`src/rtl/sdram_arb_pkg.sv`:
```
// Shared types and constants for the SDRAM access arbiter and its address-calculator users.
// Latency: none (declarations only).
// Backpressure: not applicable.
package sdram_arb_pkg;

    typedef enum logic [2:0] {
        ST_IDLE  = 3'd0,
        ST_LOAD  = 3'd1,
        ST_ARB   = 3'd2,
        ST_READ  = 3'd3,
        ST_WRITE = 3'd4,
        ST_ADV   = 3'd5,
        ST_DONE  = 3'd6
    } arb_state_t;

    // Calculator pointer selection: 1 selects the read pointer, 0 the write pointer.
    localparam logic MODE_READ  = 1'b1;
    localparam logic MODE_WRITE = 1'b0;

endpackage

```
`src/rtl/sdram_access_arbiter.sv`:
```
// Sequences the SDRAM address calculator and command strobes between one reader and one writer.
// Latency: start -> calc_load next cycle; each unstalled transaction takes 3 cycles (ARB, cmd, ADV).
// Backpressure: mem_waitrequest holds the command state (strobe and calc_mode frozen) until accepted.
module sdram_access_arbiter
    import sdram_arb_pkg::*;
#(
    parameter int CNT_W = 16
) (
    input  logic             clk,
    input  logic             n_rst,
    input  logic             start,
    input  logic [CNT_W-1:0] rd_total,
    input  logic [CNT_W-1:0] wr_total,
    input  logic             rd_req,
    input  logic             wr_req,
    output logic             rd_grant,
    output logic             wr_grant,
    output logic             calc_load,
    output logic             calc_mode,
    output logic             calc_enable,
    output logic             mem_read,
    output logic             mem_write,
    input  logic             mem_waitrequest,
    output logic             busy,
    output logic             done
);

    localparam logic [CNT_W-1:0] CNT_ONE = {{(CNT_W-1){1'b0}}, 1'b1};

    arb_state_t       state_q, state_d;
    logic [CNT_W-1:0] rd_left_q, rd_left_d;
    logic [CNT_W-1:0] wr_left_q, wr_left_d;
    logic             last_rd_q, last_rd_d;
    logic             calc_mode_q, calc_mode_d;

    logic             rd_ok;
    logic             wr_ok;

    // A side may only be chosen while it is requesting and still has work left in the job.
    assign rd_ok = rd_req && (rd_left_q != '0);
    assign wr_ok = wr_req && (wr_left_q != '0);

    // State register, job counters, priority flag and registered calculator mode.
    always_ff @(posedge clk or negedge n_rst) begin
        if (!n_rst) begin
            state_q     <= ST_IDLE;
            rd_left_q   <= '0;
            wr_left_q   <= '0;
            last_rd_q   <= 1'b0;
            calc_mode_q <= MODE_READ;
        end else begin
            state_q     <= state_d;
            rd_left_q   <= rd_left_d;
            wr_left_q   <= wr_left_d;
            last_rd_q   <= last_rd_d;
            calc_mode_q <= calc_mode_d;
        end
    end

    // Next-state, counter and priority updates; every register holds by default.
    always_comb begin
        state_d     = state_q;
        rd_left_d   = rd_left_q;
        wr_left_d   = wr_left_q;
        last_rd_d   = last_rd_q;
        calc_mode_d = calc_mode_q;

        unique case (state_q)
            ST_IDLE: begin
                if (start) begin
                    rd_left_d = rd_total;
                    wr_left_d = wr_total;
                    state_d   = ST_LOAD;
                end
            end
            ST_LOAD: begin
                // Fresh job: reads get first pick when both sides contend.
                last_rd_d = 1'b0;
                state_d   = ST_ARB;
            end
            ST_ARB: begin
                if ((rd_left_q == '0) && (wr_left_q == '0)) begin
                    state_d = ST_DONE;
                end else if (rd_ok && (!wr_ok || !last_rd_q)) begin
                    calc_mode_d = MODE_READ;
                    state_d     = ST_READ;
                end else if (wr_ok) begin
                    calc_mode_d = MODE_WRITE;
                    state_d     = ST_WRITE;
                end
            end
            ST_READ, ST_WRITE: begin
                if (!mem_waitrequest) begin
                    state_d = ST_ADV;
                end
            end
            ST_ADV: begin
                // The command just accepted is identified by the mode still held from ARB.
                if (calc_mode_q == MODE_READ) begin
                    rd_left_d = rd_left_q - CNT_ONE;
                    last_rd_d = 1'b1;
                end else begin
                    wr_left_d = wr_left_q - CNT_ONE;
                    last_rd_d = 1'b0;
                end
                state_d = ST_ARB;
            end
            ST_DONE: begin
                state_d = ST_IDLE;
            end
            default: begin
                state_d = ST_IDLE;
            end
        endcase
    end

    // Moore outputs decoded from the registered state and mode only.
    assign calc_load   = (state_q == ST_LOAD);
    assign calc_mode   = calc_mode_q;
    assign calc_enable = (state_q == ST_ADV);
    assign mem_read    = (state_q == ST_READ);
    assign mem_write   = (state_q == ST_WRITE);
    assign rd_grant    = (state_q == ST_ADV) && (calc_mode_q == MODE_READ);
    assign wr_grant    = (state_q == ST_ADV) && (calc_mode_q == MODE_WRITE);
    assign busy        = (state_q != ST_IDLE);
    assign done        = (state_q == ST_DONE);

endmodule
```
`config.mk`:
```
export PLATFORM = sky130hd
export DESIGN_NAME = sdram_access_arbiter
export DESIGN_NICKNAME = d
export VERILOG_FILES = /design/src/rtl/sdram_arb_pkg.sv /design/src/rtl/sdram_access_arbiter.sv
export SDC_FILE = /design/constraint.sdc
export NUM_CORES = 1
export LEC_CHECK = 0
export CORE_ASPECT_RATIO = 0.6
export CORE_MARGIN = 2
export CORE_UTILIZATION = 47
export DETAILED_ROUTE_END_ITERATION = 8
export PLACE_DENSITY = 0.76
export SYNTH_ARGS = -nofsm -noshare
export SYNTH_HDL_FRONTEND = slang
export SYNTH_SLANG_ARGS = --single-unit
```
`constraint.sdc`:
```
create_clock -name clk -period 2.05 [get_ports clk]
set_input_delay 0.5125 -clock clk [delete_from_list [all_inputs] [get_ports clk]]
set_output_delay 0.5125 -clock clk [all_outputs]
set_load 0.02 [all_outputs]
```
Yosys cells after proc, flatten, opt, wreduce, memory -nomap -nowiden
Index checks and enable logic that the tools add are counted.

operators by class
  add/subtract/negate cells = 2
  equal/unequal tests = 11
  muxes and demuxes = 16
  bitwise logic cells = 2
  reduce and logical (&&, ||, !) cells = 24

operators with widths
  cell                   number
  $mux 16                4
  $pmux 16 s2            2
  $logic_not 16->1       2
  $reduce_bool 16->1     2
  $sub 16x1->16 const B  2
  $mux 3                 5
  $pmux 3 s4             1
  $reduce_and 3->1       4
  $eq 3x3->1 const B     3
  $eq 3x2->1 const B     2
  $logic_and 1x1->1      6
  $ne 2x2->1 const B     3
  $reduce_bool 2->1      3
  $ne 4x4->1 const B     1
  $reduce_or 2->1        2
  $eq 3x1->1 const B     1
  $logic_not 3->1        1
  $mux 1                 3
  $reduce_bool 3->1      1
  $logic_not 1->1        2
  $ne 2x1->1 const B     1
  $not 1->1              2
  $pmux 1 s2             1
  $logic_or 1x1->1       1

storage, ports and cells
  flip-flop bits (word level) = 37
  output and inout bits = 9

Longest topological paths before layout
  word-level depth = 8
  gate-level depth with buffers = 8
  mapped depth without buffers = 7

Least setup slack after synthesis
OpenSTA, ideal clock, no wires.

  path type = reg-to-reg
  start = reg rd_left_q[0]
  end = reg state_q[1]
  arrival time = 1823 ps
  slack = 103 ps
  cell stages (with the launch flop) = 9
  buffers on the path = 1
  period minus slack after synthesis = 1947 ps
  cells stage by stage = dfrtp_1 -> inv_1 -> ha_1 -> nor3b_1 -> and4b_1 -> buf_2 -> a311o_2 -> o21ai_2 -> a211o_1

between the ends
  cells in the longest elaborated chain, start to end = 6
  elaborated cells between the ends (all ways) = 10
  those cells by class = 1 x eq/ne; 3 x mux; 6 x reduce/logical

RTL lines
  element                 RTL line                    text
  start, declared         sdram_access_arbiter.sv:31  logic [CNT_W-1:0] rd_left_q, rd_left_d;
  start signal, assigned  sdram_access_arbiter.sv:53  rd_left_q <= rd_left_d;
  $reduce_bool 16->1      sdram_access_arbiter.sv:40  assign rd_ok = rd_req && (rd_left_q != '0);
  $logic_and 1x1->1       sdram_access_arbiter.sv:40
  $logic_and 1x1->1       sdram_access_arbiter.sv:84  end else if (rd_ok && (!wr_ok || !last_rd_q)) begin
  $mux 3                  sdram_access_arbiter.sv:84
  $mux 3                  sdram_access_arbiter.sv:82  if ((rd_left_q == '0) && (wr_left_q == '0)) begin
  $pmux 3 s4              sdram_access_arbiter.sv:68  unique case (state_q)
  end signal, assigned    sdram_access_arbiter.sv:52  state_q <= state_d;
  end, declared           sdram_access_arbiter.sv:30  arb_state_t state_q, state_d;

Several ways; a longest one is shown, not always the timed one.
A chain may end at the register's enable or synchronous reset.

Worst setup path after layout
  start = reg state_q[0]
  end = out busy

between the ends
  cells in the longest elaborated chain, start to end = 1

RTL lines
  element            RTL line                     text
  $reduce_bool 3->1  sdram_access_arbiter.sv:125  assign busy = (state_q != ST_IDLE);
  end, declared      sdram_access_arbiter.sv:24   output logic busy,

No other way between the ends.

==> flow_metrics.tcl <==
set metrics [dict create \
    status "completed" \
    critPathRequiredTime_ps 1540 \
    cp.arrival_ps 1480 \
    grt.total_usage_pct 24.0 \
    syn_inst 293 \
    dr.first_iter.drc_count 250 \
    post-place-ws_ps -283 \
    die_area_mm2 0.00578 \
    total_leakage_power_nw 1.31 \
    clock_sinks 37 \
    place_hpwl_um 4570 \
    power.density_mw_per_mm2 1270 \
    antenna_found_initial 0 \
    synth.most_common_cell "a21oi_1" \
    synth_seq_cells 37 \
    seq_area_um2 931 \
    place.gp.congestion 0.882 \
    synth_area_leaders "dfrtp_1 (37%), a21oi_1 (8.4%), o21ai_0 (6.6%)" \
    multi_input_area_mm2 0.00142 \
    yosysTopAreaCellShare_pct 37.1 \
    max_freq_mhz 502 \
    clk_pin_slew_worst_paths_ps 80 \
    rows 20 \
    yosysWarnings 0 \
    async_reset_ff_share_pct 100 \
    area_delta_synth_final_pct 33.6 \
    fp.dieW_um 96.8 \
    diodes 0 \
    crit_type "reg2out" \
    worstPathMaxFanout 9 \
    postSynthAreaPerCell_um2 8.29 \
    die_y_um 59.7 \
    firstDrtPassIters 5 \
    tightest_slew_ps 573 \
    io_buffers 46 \
    grt_setup_unrepaired "false" \
    start_util_pct 48.3 \
    route.vias.total 2547 \
    min_period_ps 1990 \
    via_per_inst 5.98 \
    synth_edf_count 0 \
    finalNonFillerCells 426 \
    post-route-util_pct 64.5 \
    finalMaxSlewViolations 0 \
    fin_crit_sh_pct 97.1 \
    clk_path_buf_depth 2 \
    syn-num-nets 334 \
    fp.coreArea_mm2 0.00503 \
    finalHoldViolations 0 \
    synth_top_cell_by_area "dfrtp_1" \
    grt_max_degree 47 \
    wl_per_cell_um 15.6 \
    cts_tree "done" \
    grt_pass1_wl_um 10900 \
    fill_cells 444 \
    synthTopCellsByCount "a21oi_1 (41), dfrtp_1 (36), o21ai_0 (32), nor2_1 (30), nand2_1 (15)" \
    cts-root-buf "clkbuf_8" \
    nNetsFinal 400 \
    critPathLaunchType "flip-flop" \
    cts_buffers 5 \
    ir_drop_uv 783 \
    yosysSeqAreaShare_pct 38.2 \
    wirelength_um 6640 \
    hold_class "reg2reg" \
    drive_gt1_share_pct 18.9 \
    clk_latency_ps 300 \
    grt_pass1_vias 2260 \
    setup_viol 0 \
    ios 47 \
    crit_path_end_kind "primary output" \
    maxCapViolCount 0 \
    fin_ws_ps 59.4 \
    overflow 0 \
    slew_headroom_pct 61.5 \
    drc 0 \
    ant_nets 0 \
    yosys.cell_types.count 56 \
    dp_cells 418 \
    htree_num_levels 2 \
    fin_skew_ps 5.29 \
    synthFlopType "dfrtp_1" \
    syn_area_mm2 0.00243 \
]
-- area by class of cell --
type	count	area share [%]
multi-input combinational	228	43.8
sequential	37	28.7
timing repair buffer	76	21.2
tap	66	2.54
clock buffer	6	2.24
inverter	11	1.27
clock inverter	2	0.308
-- timing repair --
item | 4_1_cts | 5_1_grt
endpoints found under the hold margin | 0 | 0
setup buffers | 0 | 0
gates resized for setup | 11 | 19
hold buffers | 0 | 0
pin swaps | 0 | 1
cloned | 0 | 0
endpoints found under the setup margin | 8 | 19
-- through the flow --
| stage | hold WS [ps] | power (mW) | TNS [ps] | cell area, µm² |
|---|---|---|---|---|
| 2_1_floorplan | 217 | 2.74 | 0 | 2430 |
| 3_3_place_gp | 476 | 3.47 | -5460 | 3120 |
| 3_5_place_dp | 469 | 3.53 | -6010 | 3120 |
| 4_1_cts | 487 | 4.04 | 0 | 3200 |
| 5_1_grt | 514 | 4.43 | 0 | 3250 |
| 6_report | 491 | 4.11 | 0 | 3250 |
-- power by group --
| group | total (mW) | internal [mW] | switching, mW |
|---|---|---|---|
| combinational | 2.00 | 0.955 | 1.05 |
| sequential | 1.59 | 1.10 | 0.490 |
| clock | 0.516 | 0.236 | 0.280 |
| total | 4.11 | 2.29 | 1.81 |
-- flip-flops by register name, summed over array words and instances (netlist names) --
register / cells
rd_left_q: 16
wr_left_q: 16
state_q: 3
calc_mode: 1
last_rd_q: 1
-- cells in the final DEF, fill, tap and decap left out, types with 4 or more instances in the layout --
cell	count
o21ai_0	32
dfrtp_1	33
nand2b_1	4
a21oi_1	40
o22ai_1	5
nor3_1	11
or3_1	4
buf_4	28
dlygate4sd2_1	5
clkbuf_8	5
nor2_1	30
nand2_1	15
nor4_1	4
inv_1	10
o2bb2ai_1	7
clkdlybuf4s50_1	37
nand3_1	10
a22oi_1	7
-- layer usage --
metal / track usage (%) / wire (µm) / share of wire [%] / vias up
met5: 0 / 0 / 0 / -
met4: 7.24 / 63 / 0.95 / 0
met3: 5.26 / 476 / 7.2 / 7
met2: 34.8 / 2780 / 42 / 88
met1: 36.0 / 3320 / 50 / 1220
li1: - / - / - / 1232
-- path summary, 6_finish.rpt --
check	to	start	slack (ps)	depth (start not counted)
worst max-delay path	busy	state_q[0]	60	2
worst min-delay path	last_rd_q	last_rd_q	490	1
worst max register to register	state_q[0]	wr_left_q[7]	90	5
worst min register to register	last_rd_q	last_rd_q	490	1
max in group asynchronous	calc_mode	n_rst	1200	2
min in group asynchronous	wr_left_q[8]	n_rst	590	2
-- kinds of logic (layout without fill, tap and decap cells) --
group	Yosys count	after routing	synth area share, %
AOI/OAI and AO/OA	117	117	29.4
muxes	1	1	0.412
buffers and inverters	28	95	5.30
and+or+nand+nor	107	107	25.2
adders and majority gates	3	3	1.54
DFF	37	37	38.2
-- critical path, cell delays in order, from the launching register on --
cell,delay [ps]
dfrtp_2,460
or3_1,390
dlygate4sd2_1,330
Power figures use the tool's default switching activity.
